File: config.mk
export PLATFORM = sky130hd
export DESIGN_NAME = sr_chain_receiver
export DESIGN_NICKNAME = d
export VERILOG_FILES = /design/src/rtl/sr_chain_pkg.sv /design/src/rtl/sr_chain_receiver_sync_edge.sv /design/src/rtl/sr_chain_receiver.sv
export SDC_FILE = /design/constraint.sdc
export NUM_CORES = 1
export LEC_CHECK = 0
export ABC_CLOCK_PERIOD_IN_PS = 5900
export CORE_ASPECT_RATIO = 0.8
export CORE_UTILIZATION = 30
export CTS_BUF_LIST = sky130_fd_sc_hd__clkbuf_2
export DETAILED_ROUTE_END_ITERATION = 12
export GPL_ROUTABILITY_DRIVEN = 0
export SYNTH_ARGS = -nofsm -noshare
export SYNTH_HDL_FRONTEND = slang
export SYNTH_HIERARCHICAL = 1
export SYNTH_SLANG_ARGS = --single-unit
File: constraint.sdc
create_clock -name master_clk -period 5.9 [get_ports master_clk]
set_clock_uncertainty 0.15 [all_clocks]
set_input_delay 0.59 -clock master_clk [delete_from_list [all_inputs] [get_ports master_clk]]
set_output_delay 0.59 -clock master_clk [all_outputs]
set_load 0.01 [all_outputs]
File: src/rtl/sr_chain_pkg.sv
// Shared defaults for the 595-style serial chain receiver.
//   CHAIN_BITS  : default chain length (7 cascaded 8-bit registers)
//   REG_BITS    : bits per 595 register
//   SYNC_STAGES : default synchronizer depth per async input
//   cnt_width() : bit-counter width able to hold CHAIN_BITS+1
package sr_chain_pkg;

  localparam int unsigned REG_BITS    = 8;
  localparam int unsigned CHAIN_BITS  = 7 * REG_BITS;
  localparam int unsigned SYNC_STAGES = 2;

  function automatic int unsigned cnt_width(input int unsigned chain_bits);
    return $clog2(chain_bits + 2);
  endfunction

endpackage

File: src/rtl/sr_chain_receiver_sync_edge.sv
// Multi-flop synchronizer with rising-edge pulse.
//   clk   : sampling clock
//   reset : synchronous active-high reset (all flops -> RESET_VAL)
//   d     : asynchronous input
//   q     : synchronized level (STAGES cycles late)
//   rise  : one-cycle pulse on a synchronized 0->1 transition
module sync_edge #(
  parameter int unsigned STAGES    = 2,
  parameter logic        RESET_VAL = 1'b0
) (
  input  logic clk,
  input  logic reset,
  input  logic d,
  output logic q,
  output logic rise
);

  logic [STAGES-1:0] chain;
  logic              prev;

  always_ff @(posedge clk) begin
    if (reset) begin
      chain <= {STAGES{RESET_VAL}};
      prev  <= RESET_VAL;
    end else begin
      chain <= {chain[STAGES-2:0], d};
      prev  <= chain[STAGES-1];
    end
  end

  assign q    = chain[STAGES-1];
  assign rise = q & ~prev;

endmodule

File: src/rtl/sr_chain_receiver.sv
// Cycle-accurate model of an N-bit cascaded 74HC595 chain, sampled in the
// master_clk domain.
//   master_clk  : system clock, all logic on rising edge
//   reset       : synchronous active-high reset
//   DS          : serial data (async)
//   SHCP        : shift clock (async), rising edge shifts
//   STCP        : storage clock (async), rising edge latches
//   MR_         : active-low shift-stage clear (async, level)
//   shift_q     : shift-stage contents
//   latch_q     : storage-stage contents
//   latch_valid : one-cycle pulse when latch_q updates
//   frame_ok    : last latch followed exactly CHAIN_BITS shifts
//   bit_count   : shifts since last latch/MR_, saturating at CHAIN_BITS+1
//   frame_count : number of latch events, wrapping
module sr_chain_receiver
  import sr_chain_pkg::*;
#(
  parameter int unsigned CHAIN_BITS      = sr_chain_pkg::CHAIN_BITS,
  parameter int unsigned CNT_WIDTH       = 7,
  parameter int unsigned SYNC_STAGES     = sr_chain_pkg::SYNC_STAGES,
  parameter int unsigned FRAME_CNT_WIDTH = 16
) (
  input  logic                       master_clk,
  input  logic                       reset,
  input  logic                       DS,
  input  logic                       SHCP,
  input  logic                       STCP,
  input  logic                       MR_,
  output logic [CHAIN_BITS-1:0]      shift_q,
  output logic [CHAIN_BITS-1:0]      latch_q,
  output logic                       latch_valid,
  output logic                       frame_ok,
  output logic [CNT_WIDTH-1:0]       bit_count,
  output logic [FRAME_CNT_WIDTH-1:0] frame_count
);

  localparam logic [CNT_WIDTH-1:0] CNT_FULL = CNT_WIDTH'(CHAIN_BITS);
  localparam logic [CNT_WIDTH-1:0] CNT_MAX  = CNT_WIDTH'(CHAIN_BITS + 1);

  logic ds_sync, mr_sync;
  logic shift, latch;
  logic shcp_sync_unused, stcp_sync_unused;
  logic ds_rise_unused, mr_rise_unused;
  logic [CNT_WIDTH-1:0] cnt_base, cnt_next;

  // All four inputs use the same depth so DS stays aligned with SHCP.
  sync_edge #(.STAGES(SYNC_STAGES), .RESET_VAL(1'b0)) u_sync_ds (
    .clk(master_clk), .reset(reset), .d(DS), .q(ds_sync), .rise(ds_rise_unused)
  );
  sync_edge #(.STAGES(SYNC_STAGES), .RESET_VAL(1'b0)) u_sync_shcp (
    .clk(master_clk), .reset(reset), .d(SHCP), .q(shcp_sync_unused), .rise(shift)
  );
  sync_edge #(.STAGES(SYNC_STAGES), .RESET_VAL(1'b0)) u_sync_stcp (
    .clk(master_clk), .reset(reset), .d(STCP), .q(stcp_sync_unused), .rise(latch)
  );
  sync_edge #(.STAGES(SYNC_STAGES), .RESET_VAL(1'b1)) u_sync_mr (
    .clk(master_clk), .reset(reset), .d(MR_), .q(mr_sync), .rise(mr_rise_unused)
  );

  // A latch restarts the count; a shift in the same cycle then counts as 1.
  always_comb begin
    cnt_base = latch ? '0 : bit_count;
    cnt_next = cnt_base;
    if (shift && (cnt_base != CNT_MAX))
      cnt_next = cnt_base + CNT_WIDTH'(1);
  end

  always_ff @(posedge master_clk) begin
    if (reset) begin
      shift_q     <= '0;
      latch_q     <= '0;
      latch_valid <= 1'b0;
      frame_ok    <= 1'b0;
      bit_count   <= '0;
      frame_count <= '0;
    end else begin
      latch_valid <= latch;
      // Storage stage always captures the pre-shift / pre-clear value.
      if (latch) begin
        latch_q     <= shift_q;
        frame_ok    <= (bit_count == CNT_FULL);
        frame_count <= frame_count + FRAME_CNT_WIDTH'(1);
      end
      if (!mr_sync) begin
        shift_q   <= '0;
        bit_count <= '0;
      end else begin
        if (shift)
          shift_q <= {shift_q[CHAIN_BITS-2:0], ds_sync};
        bit_count <= cnt_next;
      end
    end
  end

endmodule

==> results.json <==
{
  "status": "complete, but fails checks",
  "violations": "design-rule violations",
  "post_cts_resized": 0,
  "initial_core_util_pct": 30.8,
  "postCtsSetupRepairBufs": 0,
  "rows": 43,
  "yosysWarningCount": 6,
  "drtAntennaViolNets": 0,
  "drt-total-wl_um": 11900,
  "antenna_found_initial": 0,
  "synth_area_um2": 5390,
  "clk_pin_slew_ps": 210,
  "drtIter0Drc": 204,
  "report.power.total_mw": 1.75,
  "critPathTopFamily": "buffers and inverters",
  "grt_pass1_vias": 3730,
  "grt_use_met3_pct": 5.34,
  "drive_gt1_share_pct": 7.87,
  "reg2reg_depth": 6,
  "insertion_delay_ps": 650,
  "grt_busiest_layer": "met2",
  "period_share_pct": 42.6,
  "grt_use_met1_pct": 17.5,
  "numCtsBuffers": 17,
  "path_max_fanout": 6,
  "antenna_cells": 0,
  "layout.nets": 656,
  "pin_count": 143,
  "dieArea_um2": 18500,
  "fin_cells": 886,
  "worstMarginPinSlew_ps": 864,
  "path_cells": "clkdlybuf4s50_1",
  "via_count": 3909,
  "setup_violations": 0,
  "grtUsageMet2_pct": 20.4,
  "relSlewSlack_pct": 42.4,
  "syn_area_per_cell_um2": 10.6,
  "tns_ps": 0,
  "numPortBuffers": 142,
  "die_y_um": 122,
  "p_leak_nw": 2.55,
  "fmax_mhz": 398,
  "post_drt_wl_per_cell_um": 13.5,
  "cts_max_level": 4,
  "hp-class": "reg2reg",
  "rsz0062_at_grt": "no",
  "die_w_um": 152,
  "critPathKind": "reg2out",
  "syn_nets": 519,
  "overflow": 0,
  "syn_inst": 511,
  "finalHoldViolCount": 0,
  "crit_buf_inv": 1,
  "clockRootBuffer": "clkbuf_2",
  "cp.required_ps": 5160,
  "route.detailed.drc": 24,
  "maxCapViolations": 0,
  "cpPeakStageDelay_ps": 600,
  "max-clock-path-buffers": 2,
  "power.density_nw_per_um2": 239,
  "slowest_stage": "clkdlybuf4s50_1",
  "first_pass_iters": 10,
  "cts_tree": "yes",
  "final_util_pct": 41.7,
  "viasPerCell": 4.41,
  "core_area_um2": 17500,
  "final_max_slew_viol_count": 0,
  "startpoint_type": "register",
  "period_needed_ps": 2510,
  "endpoint_kind": "output pin",
  "dp_hpwl_um": 7930,
  "ir_drop_mv": 0.153,
  "synthToLayoutAreaGrowth_pct": 35.3,
  "hold_buffers": 0,
  "dp_cells": 854,
  "clock-sinks": 147,
  "whs_ps": 288,
  "grt_max_degree": 87,
  "arrival_ps": 1770,
  "path_depth": 1,
  "track_usage_pct": 13.4,
  "grt_first_pass_wirelength_um": 19700,
  "min_path_cells": 1
}
[path summary, 6_finish.rpt]
check                                  start                            end  slack, ps
max              frame_count[3]$_SDFFE_PP0P_                 frame_count[3]       3390
min            u_sync_mr/chain[0]$_SDFF_PP1_  u_sync_mr/chain[1]$_SDFF_PP1_        290
max reg2reg  u_sync_stcp/chain[1]$_SDFF_PP0_   frame_count[15]$_SDFFE_PP0P_       3480
min reg2reg    u_sync_mr/chain[0]$_SDFF_PP1_  u_sync_mr/chain[1]$_SDFF_PP1_        290
[cell usage in the layout, fill, tap and decap left out, types with 2 or more instances in the layout]
cell type          n
nor4_2             2
ha_1               2
nor2b_4            2
clkbuf_2          19
inv_6              2
or3_1              3
buf_4              6
nand3_1            2
or2_1              2
clkinvlp_4         2
a21oi_1            3
nand4_1            4
nor2b_1           10
mux2i_1          113
bufinv_16          5
xor2_1             7
nor2_1           133
nor3b_1            3
nand4_2            2
clkinv_2           2
o21ai_0            3
nor3_1             5
dfxtp_1          147
xnor2_1           10
nand2_1           10
clkdlybuf4s50_1  141
inv_1              5
[worst reg2reg max path: stages (launching register included)]
cell and delay [ps]:
dfxtp_1 370, nor2b_4 280, buf_4 520, nand4_2 380
nor3_1 330, a21oi_1 100, a31o_2 220
[flip-flops by register name, indices dropped and copies added, names as in the netlist]
| register | cells |
|---|---|
| latch_q | 56 |
| shift_q | 56 |
| frame_count | 16 |
| bit_count | 7 |
| u_sync_ds/chain | 2 |
| u_sync_mr/chain | 2 |
| u_sync_shcp/chain | 2 |
| u_sync_stcp/chain | 2 |
| frame_ok | 1 |
| latch_valid | 1 |
| u_sync_shcp/prev | 1 |
| u_sync_stcp/prev | 1 |
[layer usage]
layer	wire length [um]	up-vias	share of wire, %
met3	600	2	5.0
met1	5910	1835	50
met5	0	-	0
li1	-	1980	-
met2	5390	92	45
met4	39	0	0.33
[report_power, final]
part           switching, mW  leakage, nW  internal, mW
Sequential           0.00257         1.19         0.999
Clock                  0.359        0.172         0.324
Combinational         0.0384         1.19        0.0236
[layout make-up]
class | instances | area (um^2)
clock buffers | 19 | 95.1
clock inverters | 13 | 205
fillers | 1668 | 10200
inverters | 5 | 18.8
multi-input cells | 329 | 2290
flip-flops and latches | 147 | 2940
well taps | 225 | 282
repair buffers | 148 | 1460
[metrics by stage]
stage / worst slack [ps] / instance area (um^2)
after floorplan: 3980 / 5390
after global placement: 3390 / 7000
after detailed placement: 3290 / 7000
after CTS: 3260 / 7300
after global routing: 3140 / 7300
final: 3390 / 7300
Power figures use the tool's default switching activity.
